[src/rtl/dmem_lsu.sv]
// ---------------------------------------------------------------------------
// dmem_lsu -- load/store unit driving a word-wide data memory with no byte
// enables. Takes one load/store per request from execute, maps the byte
// address onto the memory address, sign/zero-extends sub-word loads and
// performs SB/SH as read-modify-write.
//
// Ports
//   clk, rst_n          clock, asynchronous active-low reset
//   i_req               request valid (sampled only while o_busy=0)
//   i_load / i_store    request type (exactly one must be set)
//   i_funct3            RV32I width/sign code
//   i_addr              byte address
//   i_store_data        rs2 value for stores
//   o_busy              high whenever the unit is not idle
//   o_done / o_error    one-cycle completion pulse / fault flag with it
//   o_load_data         extended load result, held until the next load
//   o_stb / o_wr_en     memory read strobe / write enable (never together)
//   o_addr              memory address (0 when bus idle)
//   o_write_data        memory write data (0 when bus idle)
//   i_rd_ack            memory read acknowledge
//   i_read_data         memory read data
// ---------------------------------------------------------------------------
module dmem_lsu #(
  parameter bit WORD_ADDR = 1'b1
) (
  input  logic        clk,
  input  logic        rst_n,
  input  logic        i_req,
  input  logic        i_load,
  input  logic        i_store,
  input  logic [2:0]  i_funct3,
  input  logic [31:0] i_addr,
  input  logic [31:0] i_store_data,
  output logic        o_busy,
  output logic        o_done,
  output logic        o_error,
  output logic [31:0] o_load_data,
  output logic        o_stb,
  output logic        o_wr_en,
  output logic [31:0] o_addr,
  output logic [31:0] o_write_data,
  input  logic        i_rd_ack,
  input  logic [31:0] i_read_data
);

  typedef enum logic [1:0] {S_IDLE, S_READ, S_WRITE, S_RESP} state_t;

  state_t      r_state;
  state_t      w_state_nxt;

  // Latched request (data only, no reset needed)
  logic [31:0] r_req_addr;
  logic [2:0]  r_f3;
  logic        r_is_load;
  logic [31:0] r_sdata;

  // Registered outputs
  logic        r_busy, r_done, r_error, r_stb, r_wr_en;
  logic [31:0] r_addr, r_wdata, r_load_data;

  logic        w_acc;
  logic        w_err;
  logic        w_busy_nxt, w_done_nxt, w_error_nxt, w_stb_nxt, w_wr_en_nxt;
  logic [31:0] w_addr_src, w_addr_nxt, w_wdata_nxt, w_load_nxt;

  // Request is rejected for bad type, illegal funct3 or misalignment.
  function automatic logic req_fault(input logic ld, input logic st,
                                     input logic [2:0] f3, input logic [1:0] a);
    logic bad_type, bad_f3, misal;
    bad_type = (ld == st);
    bad_f3   = ld ? ((f3 == 3'b011) || (f3[2:1] == 2'b11)) : (f3 > 3'b010);
    misal    = ((f3[1:0] == 2'b01) && a[0]) || ((f3[1:0] == 2'b10) && (a != 2'b00));
    return bad_type | bad_f3 | misal;
  endfunction

  function automatic logic [31:0] map_addr(input logic [31:0] a);
    return WORD_ADDR ? {2'b00, a[31:2]} : {a[31:2], 2'b00};
  endfunction

  // Select byte/half lane from the read word and extend it.
  function automatic logic [31:0] load_extend(input logic [31:0] w,
                                              input logic [2:0] f3, input logic [1:0] a);
    logic [7:0]  b;
    logic [15:0] h;
    logic        sgn;
    b   = w[{a, 3'b000} +: 8];
    h   = w[{a[1], 4'b0000} +: 16];
    sgn = ~f3[2];
    case (f3[1:0])
      2'b00:   return {{24{b[7] & sgn}}, b};
      2'b01:   return {{16{h[15] & sgn}}, h};
      default: return w;
    endcase
  endfunction

  // Insert store byte/half into the word read back from memory.
  function automatic logic [31:0] store_merge(input logic [31:0] w, input logic [31:0] d,
                                              input logic [2:0] f3, input logic [1:0] a);
    logic [31:0] m;
    m = w;
    if (f3[1:0] == 2'b00) m[{a, 3'b000} +: 8] = d[7:0];
    else                  m[{a[1], 4'b0000} +: 16] = d[15:0];
    return m;
  endfunction

  assign w_acc = (r_state == S_IDLE) && i_req;
  assign w_err = req_fault(i_load, i_store, i_funct3, i_addr[1:0]);

  // State register
  always_ff @(posedge clk or negedge rst_n) begin
    if (!rst_n) r_state <= S_IDLE;
    else        r_state <= w_state_nxt;
  end

  // Next-state logic
  always_comb begin
    w_state_nxt = r_state;
    case (r_state)
      S_IDLE: begin
        if (w_acc) begin
          if (w_err)                      w_state_nxt = S_RESP;
          else if (i_load)                w_state_nxt = S_READ;
          else if (i_funct3[1:0] == 2'b10) w_state_nxt = S_WRITE;
          else                            w_state_nxt = S_READ;
        end
      end
      S_READ:  if (i_rd_ack) w_state_nxt = r_is_load ? S_RESP : S_WRITE;
      S_WRITE: w_state_nxt = S_RESP;
      S_RESP:  w_state_nxt = S_IDLE;
      default: w_state_nxt = S_IDLE;
    endcase
  end

  // Output decode: values for the next cycle, registered below
  always_comb begin
    w_busy_nxt  = (w_state_nxt != S_IDLE);
    w_done_nxt  = (w_state_nxt == S_RESP);
    w_error_nxt = w_acc && w_err;
    w_stb_nxt   = (w_state_nxt == S_READ);
    w_wr_en_nxt = (w_state_nxt == S_WRITE);
    w_addr_src  = (r_state == S_IDLE) ? i_addr : r_req_addr;
    w_addr_nxt  = (w_stb_nxt || w_wr_en_nxt) ? map_addr(w_addr_src) : 32'h0;
    w_wdata_nxt = 32'h0;
    if (w_wr_en_nxt) begin
      // SW goes straight from IDLE; SB/SH arrive here from READ with the ack word.
      w_wdata_nxt = (r_state == S_IDLE) ? i_store_data
                  : store_merge(i_read_data, r_sdata, r_f3, r_req_addr[1:0]);
    end
    w_load_nxt = r_load_data;
    if ((r_state == S_READ) && i_rd_ack && r_is_load)
      w_load_nxt = load_extend(i_read_data, r_f3, r_req_addr[1:0]);
  end

  always_ff @(posedge clk or negedge rst_n) begin
    if (!rst_n) begin
      r_busy      <= 1'b0;
      r_done      <= 1'b0;
      r_error     <= 1'b0;
      r_stb       <= 1'b0;
      r_wr_en     <= 1'b0;
      r_addr      <= 32'h0;
      r_wdata     <= 32'h0;
      r_load_data <= 32'h0;
    end else begin
      r_busy      <= w_busy_nxt;
      r_done      <= w_done_nxt;
      r_error     <= w_error_nxt;
      r_stb       <= w_stb_nxt;
      r_wr_en     <= w_wr_en_nxt;
      r_addr      <= w_addr_nxt;
      r_wdata     <= w_wdata_nxt;
      r_load_data <= w_load_nxt;
    end
  end

  always_ff @(posedge clk) begin
    if (w_acc) begin
      r_req_addr <= i_addr;
      r_f3       <= i_funct3;
      r_is_load  <= i_load;
      r_sdata    <= i_store_data;
    end
  end

  assign o_busy       = r_busy;
  assign o_done       = r_done;
  assign o_error      = r_error;
  assign o_stb        = r_stb;
  assign o_wr_en      = r_wr_en;
  assign o_addr       = r_addr;
  assign o_write_data = r_wdata;
  assign o_load_data  = r_load_data;

endmodule

[config.mk]
export PLATFORM = sky130hd
export DESIGN_NAME = dmem_lsu
export DESIGN_NICKNAME = d
export VERILOG_FILES = /design/src/rtl/dmem_lsu.sv
export SDC_FILE = /design/constraint.sdc
export NUM_CORES = 1
export LEC_CHECK = 0
export ABC_AREA = 1
export BUFFER_PORTS_ARGS = -buffer_cell sky130_fd_sc_hd__buf_2
export CAP_MARGIN = 20
export CORE_ASPECT_RATIO = 0.7
export CORE_MARGIN = 5
export CORE_UTILIZATION = 53
export DETAILED_ROUTE_END_ITERATION = 7
export MAX_ROUTING_LAYER = met4
export PLACE_DENSITY = 0.81
export SYNTH_ARGS = -nofsm -noshare
export SYNTH_HDL_FRONTEND = slang
export SYNTH_SLANG_ARGS = --single-unit
[constraint.sdc]
create_clock -name clk -period 4.1 [get_ports clk]
set_clock_uncertainty 0.15 [all_clocks]
set_input_delay 0.205 -clock clk [delete_from_list [all_inputs] [get_ports clk]]
set_output_delay 0.205 -clock clk [all_outputs]
set_load 0.02 [all_outputs]
## After elaboration in Yosys (flattened, before gate mapping)

Cells that the tools add are included.

| word-level totals | value |
|---|---|
| register bits | 153 |
| output and inout port bits | 101 |

| operators by class | value |
|---|---|
| order comparisons | 1 |
| multiplexer cells | 16 |
| shifts and indexed selects | 6 |
| eq/ne operators | 12 |
| add/sub/neg operators | 2 |
| bitwise gates (word level) | 5 |
| reductions and logical operators | 13 |

Operators by type and width:

| cell | number |
|---|---|
| $mux 32 | 4 |
| $bwmux 32 | 2 |
| $pmux 32 s2 | 1 |
| $shift 16x7->32 const A | 1 |
| $shift 8x7->32 const A | 1 |
| $shiftx 16x7->32 | 1 |
| $shiftx 32x6->16 | 1 |
| $shiftx 32x6->8 | 1 |
| $shiftx 8x7->32 | 1 |
| $mux 30 | 1 |
| $neg 5->7 | 2 |
| $eq 2x2->1 const B | 6 |
| $mux 2 | 5 |
| $eq 2x1->1 const B | 4 |
| $pmux 2 s4 | 1 |
| $logic_and 1x1->1 | 6 |
| $logic_not 2->1 | 2 |
| $reduce_bool 2->1 | 2 |
| $eq 3x2->1 const B | 1 |
| $gt 3x2->1 const B | 1 |
| $logic_or 1x1->1 | 3 |
| $and 1x1->1 | 2 |
| $mux 1 | 2 |
| $or 1x1->1 | 2 |
| 2 further kinds | 2 |

## Longest topological paths before layout

Gate-level depths: netlist of the first run.

| depth | value |
|---|---|
| depth in word-level cells | 11 |
| gate-level depth with buffers | 11 |

## Least setup slack after synthesis of the first run

OpenSTA, ideal clock, no wires.

| path | value |
|---|---|
| kind | flip-flop to flip-flop |
| start | reg r_state[0] |
| end | reg r_wdata[11] (netlist: o_write_data[11]) |
| setup slack | 1.001 ns |
| clock period less this slack | 3.099 ns |
| arrival time | 2.812 ns |
| library setup time | 0.136 ns |
| path buffers | 1 |
| cell stages (with the launch flop) | 11 |
| cell sequence | dfrtp_1 nor2_1 nand2_1 inv_1 nand2_1 nand2_1 nand2_1 ha_1 inv_1 clkbuf_1 a21oi_1 |

| between the ends | value |
|---|---|
| word-level cells in the longest chain between the ends | 6 |
| elaborated cells on any way between the ends | 11 |
| those cells by class | 4 x eq/ne; 5 x mux; 2 x reduce/logical |

Ends and longest elaborated chain:

| what | line | text |
|---|---|---|
| start, declared | 48 | `state_t r_state;` |
| start signal, assigned | 112 | `else r_state <= w_state_nxt;` |
| $logic_not 2->1 | 106 | `assign w_acc = (r_state == S_IDLE) && i_req;` |
| $logic_and 1x1->1 | 106 |  |
| named net w_acc | 61 | `logic w_acc;` |
| $mux 2 | 120 | `if (w_acc) begin` |
| $pmux 2 s4 | 118 | `case (r_state)` |
| $eq 2x2->1 | 140 | `w_wr_en_nxt = (w_state_nxt == S_WRITE);` |
| named net w_wr_en_nxt | 63 | `logic w_busy_nxt, w_done_nxt, w_error_nxt, w_stb_nxt, w_wr_en_nxt;` |
| $mux 32 | 144 | `if (w_wr_en_nxt) begin` |
| named net w_wdata_nxt[11] | 64 | `logic [31:0] w_addr_src, w_addr_nxt, w_wdata_nxt, w_load_nxt;` |
| end signal, assigned | 171 | `r_wdata <= w_wdata_nxt;` |
| end, declared | 59 | `logic [31:0] r_addr, r_wdata, r_load_data;` |

The timed path passes the listed nets, and every way through them passes these cells.
A chain may end at the register's enable or synchronous reset.

## Final worst setup path of the first run

| path | value |
|---|---|
| start | reg r_state[0] |
| end | reg r_addr[21] (netlist: o_addr[21]) |

| between the ends | value |
|---|---|
| word-level cells in the longest chain between the ends | 7 |
| elaborated cells on any way between the ends | 13 |
| those cells by class | 5 x eq/ne; 5 x mux; 3 x reduce/logical |

Ends and longest elaborated chain:

| what | line | text |
|---|---|---|
| $logic_not 2->1 | 106, 118 |  |
| $logic_and 1x1->1 | 106 |  |
| $mux 2 | 120 |  |
| $pmux 2 s4 * | 118 |  |
| named net w_state_nxt[1] | 49 | `state_t w_state_nxt;` |
| $eq 2x1->1 / $eq 2x2->1 (equally long branches) | 139, 140 |  |
| $logic_or 1x1->1 * | 142 | `w_addr_nxt = (w_stb_nxt \|\| w_wr_en_nxt) ? map_addr(w_addr_src) : 32'h0;` |
| $mux 30 * | 142 |  |
| named net w_addr_nxt[21] | 64 |  |
| end signal, assigned | 170 | `r_addr <= w_addr_nxt;` |
| end, declared | 59 |  |

The timed path passes the listed nets; every way through them passes the cells marked *.

==> results of run 1 <==
[path summary, 6_finish.rpt]
kind	startpoint	to	slack (ns)	cells past startpoint
setup / recovery	r_state[0]	o_addr[21]	1.28	8
hold / removal	i_read_data[13]	o_load_data[13]	0.01	5
setup reg to reg	r_state[0]	o_addr[21]	1.28	8
hold reg to reg	o_load_data[9]	o_load_data[9]	0.33	2
max in group asynchronous	rst_n	o_load_data[30]	2.53	3
min in group asynchronous	rst_n	o_write_data[17]	0.27	2
[registers in the layout, indices dropped and copies added, names as in the netlist]
name	flops
o_addr	30
o_stb	1
r_req_addr	32
o_error	1
r_f3	3
o_wr_en	1
o_write_data	32
r_sdata	16
r_state	2
o_done	1
r_is_load	1
o_busy	1
o_load_data	32
[critical path: stages (launching register included)]
cell	delay (ns)
dfrtp_1	0.44
nor2_4	0.13
buf_4	0.49
a21oi_1	0.09
nor2_1	0.11
nand2_1	0.12
inv_1	0.11
ha_1	0.86
a21oi_1	0.11
[layout by cell type (no fill, tap or decap), types with 8 or more instances in the layout]
cell type,n
nand2_1,301
buf_2,202
a21oi_1,135
dfrtp_1,101
dlygate4sd3_1,75
inv_1,73
edfxtp_1,52
o21ai_0,47
nand3_1,43
clkbuf_16,17
o21ai_1,15
inv_2,11
or2_2,11
nor2_1,10
a21oi_2,10
ha_1,9
o211ai_1,8
buf_4,8
[metrics by stage]
stage / total power, uW / hold slack [ns] / utilization
floorplan: 4220 / -0.241 / -
global placement: 5070 / 0.214 / 0.616
detailed placement: 5140 / 0.221 / 0.616
CTS: 6770 / 0.000764 / 0.714
global route: 7210 / 0.0227 / 0.714
finish: 6800 / 0.0103 / 0.714
[layer usage]
metal	wire, um	vias up	GRT usage
li1	-	3422	-
met1	10100	3356	0.392
met2	10700	351	0.441
met3	1930	52	0.0606
met4	574	0	0.102
met5	0	-	-
[power groups by stage]
| stage | Sequential [uW] | Combinational, uW | Clock [uW] |
|---|---|---|---|
| after floorplan | 2850 | 1370 | 0 |
| after global placement | 2340 | 2730 | 0 |
| after detailed placement | 2350 | 2790 | 0 |
| after CTS | 2330 | 2860 | 1580 |
| after global routing | 2380 | 3180 | 1650 |
| final | 2340 | 2900 | 1560 |
[cell type report]
cell class	instances	area [um2]
sequential	153	4090
fill	1007	3990
multi-input combinational	609	2860
timing repair buffer	285	1820
clock buffer	17	425
inverter	85	324
tap	190	238
clock inverter	15	180
[Yosys cell counts, drive strengths merged]
library cell	instances	area, um2
a21oi	145	763
buf	34	186
clkbuf	18	67.6
clkinv	1	8.76
conb	1	3.75
dfrtp	101	2530
edfxtp	52	1560
ha	9	113
inv	84	315
nand2	305	1160
nand3	44	225
nand3b	2	15.0
nand4	1	6.26
nor2	13	67.6
o211ai	8	60.1
o21ai	62	310
o22a	1	8.76
or2	17	106
[cell families after synthesis]
kind of cell	after synthesis	synth area share
simple gates	382	0.211
buf+inv	137	0.0770
flops	153	0.544
compound gates	216	0.152
other cells	1	0.000499
fa+ha+maj	9	0.0150
[what timing repair did]
action | CTS | global route
hold buffers | 75 | 0
hold endpoints to repair | 183 | 0
gates resized for setup | 0 | 0
==> flow_summary.ini, run 1 <==
[run_status]
outcome = finished clean

[placement]
portBuffers = 203
hpwl_um = 14900
dp_slack_ns = 1.31
placed_cell_area_um2 = 8580
place_inst = 1247
routabilityCongestion = 0.945

[routing]
wl_per_cell_um = 17.2
drt_drc_violations_left = 0
drt-total-wl_um = 23300
ant_nets = 0
drt-initial-drc-count = 777
vias_per_cell = 5.30
vias = 7181
first_pass_iters = 5

[yosys]
syn_area_um2 = 7510
syn_inst = 898
ys_seq_elements = 153
ys_warn_count = 0
yosysUniqueCellTypes = 30
yosysSeqAreaShare = 0.544
syn_area_per_cell_um2 = 8.36

[die]
io_pins = 206
dieArea_um2 = 16700
core-area_um2 = 13900
rows = 36
die_h_um = 110
die_w_um = 152
floorplan.initialDensity = 0.540

[grt]
grt_pass1_vias = 6943
grt_max_degree = 74
grt_pass1_wl_um = 36800
grt-ovfl-total = 0
grt_usage = 0.290
antenna_found_initial = 0

[sta]
fmax_mhz = 355
setup_viol = 0
setup_ws_ns = 1.28
period_share = 0.687
finalSetupTns_ns = 0
relSlewSlack = 0.281
rsz0062_at_grt = no
worst_pin_slew_ns = 1.08
hold_violations = 0
finalCriticalPeriod_ns = 2.82
slew_viol_final = 0

[clocking]
cts_tree = done
clk_pin_slew_worst_paths_ns = 0.07
clk_latency_ns = 0.43
h-tree-depth = 4
clock_tree.root_cell = clkbuf_16
cts_buffers = 17
postCtsSetupBuffers = 0
cts_buffer_depth = 2
clkSinkCount = 153

[final_layout]
syn_to_final_growth_pct = 32.3
nets = 1265
drive_above_1_share = 0.243
final_cells = 1354
fin_area_um2 = 9930
diodes = 0

[setup_path]
required_ns = 4.20
critPathKind = reg -> reg
worstSetupEndpointType = flop
critPathLaunchType = flop
crit_fanout = 55
arrival_ns = 2.92

[worst_hold_path]
hp-class = in -> reg

[pwr]
p_seq_frac = 0.344
p_leak_uw = 0.00507
p_comb_frac = 0.427
p_sw_frac = 0.435
power.density_nw_per_um2 = 684
clkPwrFrac = 0.229
p_switching_uw = 2960
peakVddDrop_mv = 1.17
intPower_uw = 3840

[job]
max_cap_violations = 0
(Power assumes the default switching activity.)
==> run 2, diff against run 1 <==
--- a/config.mk
+++ b/config.mk
@@ -10,10 +10,10 @@
 export CAP_MARGIN = 20
 export CORE_ASPECT_RATIO = 0.7
 export CORE_MARGIN = 5
-export CORE_UTILIZATION = 53
+export CORE_UTILIZATION = 48
 export DETAILED_ROUTE_END_ITERATION = 7
 export MAX_ROUTING_LAYER = met4
-export PLACE_DENSITY = 0.81
+export PLACE_DENSITY = 0.77
 export SYNTH_ARGS = -nofsm -noshare
 export SYNTH_HDL_FRONTEND = slang
 export SYNTH_SLANG_ARGS = --single-unit
==> constraint.sdc (replaced) <==
create_clock -name clk -period 2.4 [get_ports clk]
set_clock_uncertainty 0.15 [all_clocks]
set_input_delay 0.12 -clock clk [delete_from_list [all_inputs] [get_ports clk]]
set_output_delay 0.12 -clock clk [all_outputs]
set_load 0.02 [all_outputs]
==> flow_summary.ini, run 2 (synthesized netlist as in run 1, its figures left out) <==
[final_layout]
diodes = 0
final_common_cell = nand2_1
syn_to_final_growth_pct = 37.5
layout_common_cells = nand2_1, buf_2, a21oi_1
drive_above_1_share = 0.247
final_cells = 1397
nets = 1298
fin_area_um2 = 10300
final_util = 0.670

[routing]
vias = 7408
drt-met1-wl_um = 10200
top_layer = met4
drt-initial-drc-count = 942
met2_length_um = 10800
vias_per_cell = 5.30
route.met3.wl_um = 2370
drt-total-wl_um = 24000
drt_drc_violations_left = 0
first_pass_iters = 5
wl_per_cell_um = 17.2
ant_nets = 0

[sta]
setup_viol = 0
relSlewSlack = 0.503
rsz0062_at_grt = no
fmax_mhz = 486
period_share = 0.857
finalCriticalPeriod_ns = 2.06
hold_violations = 0
slew_viol_final = 0
hold_ws_ns = 0.0483
worst_pin_slew_ns = 0.745

[pwr]
intPower_uw = 6680
p_comb_frac = 0.433
clkPwrFrac = 0.226
p_seq_frac = 0.340
p_switching_uw = 5120
peakVddDrop_mv = 1.18
power.density_nw_per_um2 = 1140
p_leak_uw = 0.00521
p_sw_frac = 0.434

[setup_path]
crit_fanout = 65
rr_worst_depth = 7
critPathLaunchType = flop
reg2reg_to = o_write_data[24]
arrival_ns = 2.26
regToRegStartpoint = r_req_addr[1]
worstSetupEndpointType = flop
required_ns = 2.60
r2r_slack_ns = 0.34
critPathKind = reg -> reg

[clocking]
cts_resized = 0
postCtsSetupBuffers = 0
clk_latency_ns = 0.44
cts_tree = done
h-tree-depth = 4
cts_buffer_depth = 2
clock_tree.root_cell = clkbuf_16
cts_buffers = 17
clkSinkCount = 153
clk_pin_slew_worst_paths_ns = 0.07

[worst_hold_path]
hp-class = in -> reg
hold_end = r_state[1]
hp-start = i_store
holdPathStages = 6

[grt]
grt_max_degree = 71
grt_usage = 0.273
grt_pass1_vias = 7110
grt_pass1_wl_um = 38100
grt-ovfl-total = 0
antenna_found_initial = 0

[die]
die_h_um = 115
floorplan.initialDensity = 0.488
core-area_um2 = 15400
io_pins = 206
dieArea_um2 = 18300
rows = 38
die_w_um = 160

[run_status]
outcome = finished clean

[placement]
place_inst = 1262
portBuffers = 203
routabilityCongestion = 0.942
hpwl_um = 15400
placed_cell_area_um2 = 8700

[job]
max_cap_violations = 0
## run 2: cell count changes in the layout (fill, tap and decap cells not counted), moves of 3 or more
cell and change:
nand2_2 +4, dlygate4sd3_1 +28, nand2_1 -4, buf_12 +3
## run 2: final cells by class
cell class / count / area (um2)
fillers: 1249 / 5080
flip-flops and latches: 153 / 4090
multi-input cells: 609 / 2890
repair buffers: 318 / 2180
clock buffers: 17 / 425
inverters: 85 / 328
well taps: 200 / 250
clock inverters: 15 / 166
## run 2: worst max path at each step
| stage | from | to | slack (ns) | cells past startpoint |
|---|---|---|---|---|
| floorplan | r_state[0] | o_addr[10] | -0.04 | 10 |
| global route | r_req_addr[1] | o_write_data[24] | 0.19 | 7 |
| global placement | r_req_addr[1] | o_write_data[24] | 0.44 | 7 |
| CTS | r_req_addr[0] | o_write_data[6] | 0.39 | 7 |
| finish | r_req_addr[1] | o_write_data[24] | 0.34 | 7 |
| detailed placement | r_req_addr[1] | o_write_data[24] | 0.42 | 7 |
## run 2: repair_timing
action,CTS,global route
hold endpoints to repair,192,0
hold buffers,103,0
setup endpoints to repair,0,0
## run 2: critical path: stages (launching register included)
cell and delay [ns]:
edfxtp_1 0.42, buf_12 0.29, ha_1 0.21, inv_2 0.09
or2_1 0.35, o21ai_1 0.26, nand2_1 0.08, a21oi_1 0.12
## run 2: layer usage
metal | track usage | vias up
met2 | 0.402 | 434
met1 | 0.375 | 3423
met3 | 0.0694 | 55
li1 | - | 3496
met5 | - | -
met4 | 0.0852 | 0
## run 2: metrics by stage
stage	total power [uW]	setup slack, ns	setup TNS (ns)
6_report	11800	0.342	0
5_1_grt	12600	0.189	0
4_1_cts	11800	0.387	0
3_5_place_dp	8940	0.424	0
3_3_place_gp	8850	0.440	0
2_1_floorplan	7460	-0.0371	-1.11
## run 2: power by group through the flow
stage / Combinational, uW / Clock (uW) / Sequential [uW]
after floorplan: 2590 / 0 / 4870
after global placement: 4820 / 0 / 4030
after detailed placement: 4910 / 0 / 4020
after CTS: 5060 / 2700 / 3990
after global routing: 5640 / 2820 / 4090
final: 5110 / 2670 / 4010
==> run 3, diff against run 2 <==
--- a/config.mk
+++ b/config.mk
@@ -14,6 +14,7 @@
 export DETAILED_ROUTE_END_ITERATION = 7
 export MAX_ROUTING_LAYER = met4
 export PLACE_DENSITY = 0.77
+export REMOVE_ABC_BUFFERS = 1
 export SYNTH_ARGS = -nofsm -noshare
 export SYNTH_HDL_FRONTEND = slang
 export SYNTH_SLANG_ARGS = --single-unit
==> flow_summary.ini, run 3 (synthesized netlist as in run 1, its figures left out) <==
[pwr]
peakVddDrop_mv = 1.29
power.density_nw_per_um2 = 1140
p_leak_uw = 0.00525
finalPower_uw = 11800

[clocking]
cts_resized = 0
clk_pin_slew_worst_paths_ns = 0.07
cts_buffer_depth = 2
clk_latency_ns = 0.43
h-tree-depth = 4
clkSinkCount = 153
cts_buffers = 17
cts_tree = done
clock_tree.root_cell = clkbuf_16

[sta]
finalCriticalPeriod_ns = 2.13
worst_pin_slew_ns = 0.775
hold_violations = 0
fmax_mhz = 470
slew_viol_final = 0
setup_viol = 0
setup_ws_ns = 0.270
rsz0062_at_grt = no
period_share = 0.887
relSlewSlack = 0.483

[final_layout]
fillCellCount = 1241
final_common_cell = nand2_1
drive_above_1_share = 0.244
diodes = 0
layout_common_cells = nand2_1, buf_2, a21oi_1
syn_to_final_growth_pct = 37.3
final_util = 0.670
fin_area_um2 = 10300
nets = 1304

[grt]
grt_pass1_wl_um = 38800
antenna_found_initial = 0
grt-ovfl-total = 0
grt_max_degree = 71
grt_pass1_vias = 7249
grt_usage = 0.273

[placement]
dp_slack_ns = 0.351
hpwl_um = 15400
routabilityCongestion = 0.914
placed_cell_area_um2 = 8700
portBuffers = 203

[job]
max_cap_violations = 0

[routing]
drt_drc_violations_left = 0
vias_per_cell = 5.29
wl_per_cell_um = 17.3
drt-total-wl_um = 24200
ant_nets = 0
drt-initial-drc-count = 887
first_pass_iters = 6
vias = 7417

[die]
rows = 38
core-area_um2 = 15400
io_pins = 206
floorplan.initialDensity = 0.488
die_w_um = 160
die_h_um = 115
dieArea_um2 = 18300

[setup_path]
cpLargestDelayFamily = simple AND/OR/NAND/NOR gates
required_ns = 2.54
slowest_delay_ns = 0.44
critPathKind = reg -> reg
arrival_ns = 2.27
critPathBufInv = 2
crit_fanout = 30
cp_slowest_cell = dfrtp_1
critPathLaunchType = flop
crit_path_cell_trace = nor2_4 -> nand2_1 -> nor2_1 -> nor2_1 -> nand2_1 -> inv_1 -> ha_1 -> buf_4 -> a21oi_1
worstSetupEndpointType = flop

[run_status]
outcome = finished clean

[worst_hold_path]
hp-class = in -> async
-- run 3: cell count changes in the layout (fill, tap and decap cells not counted), sizes merged --
cell,before,now
buf,215,221
bufinv,0,1
clkbuf,17,18
clkinv,5,7
clkinvlp,3,0
inv,92,91
-- run 3: layout make-up --
class                           count  area [um2]  share of cell area
Sequential cell                   153        4090               0.396
Multi-Input combinational cell    609        2860               0.277
Timing Repair Buffer              324        2210               0.214
Clock buffer                       18         429              0.0416
Inverter                           85         324              0.0314
Tap cell                          200         250              0.0243
Clock inverter                     14         159              0.0154
-- run 3: per-stage QoR --
| step | instances | setup TNS (ns) | hold WS (ns) |
|---|---|---|---|
| 2_1_floorplan | 847 | -255.58 | -0.326 |
| 3_3_place_gp | 1268 | 0 | -0.0882 |
| 3_5_place_dp | 1268 | 0 | -0.0831 |
| 4_1_cts | 1403 | 0 | 0.0114 |
| 5_1_grt | 1403 | 0 | 0.0336 |
| 6_report | 1403 | 0 | 0.0147 |
-- run 3: worst register-to-register path, stage by stage (launching register included) --
cell,delay [ns]
dfrtp_1,0.44
nor2_4,0.15
nand2_1,0.10
nor2_1,0.15
nor2_1,0.08
nand2_1,0.13
inv_1,0.08
ha_1,0.28
buf_4,0.32
a21oi_1,0.12
-- run 3: what timing repair did --
item	4_1_cts	5_1_grt
hold buffers	103	0
setup buffers	0	0
hold endpoints to repair	249	0
-- run 3: report_power, final --
part / switching, uW / internal [uW]
Sequential: 382 / 3630
Clock: 1220 / 1480
Combinational: 3460 / 1610
-- run 3: worst paths after layout --
path / from / to / slack (ns) / depth (start not counted)
max: r_state[0] / o_addr[1] / 0.27 / 9
min: rst_n / o_load_data[14] / 0.01 / 2
max reg2reg: r_state[0] / o_addr[1] / 0.27 / 9
min reg2reg: o_load_data[8] / o_load_data[8] / 0.34 / 2
max in group asynchronous: rst_n / o_write_data[20] / 1.35 / 3
min in group clk: i_store / r_state[1] / 0.08 / 6
-- run 3: metal layers --
layer | wire [um] | vias up | global-route usage
li1 | - | 3503 | -
met1 | 10700 | 3490 | 0.380
met2 | 10800 | 395 | 0.410
met3 | 2420 | 29 | 0.0612
met4 | 315 | 0 | 0.0710
met5 | 0 | - | -
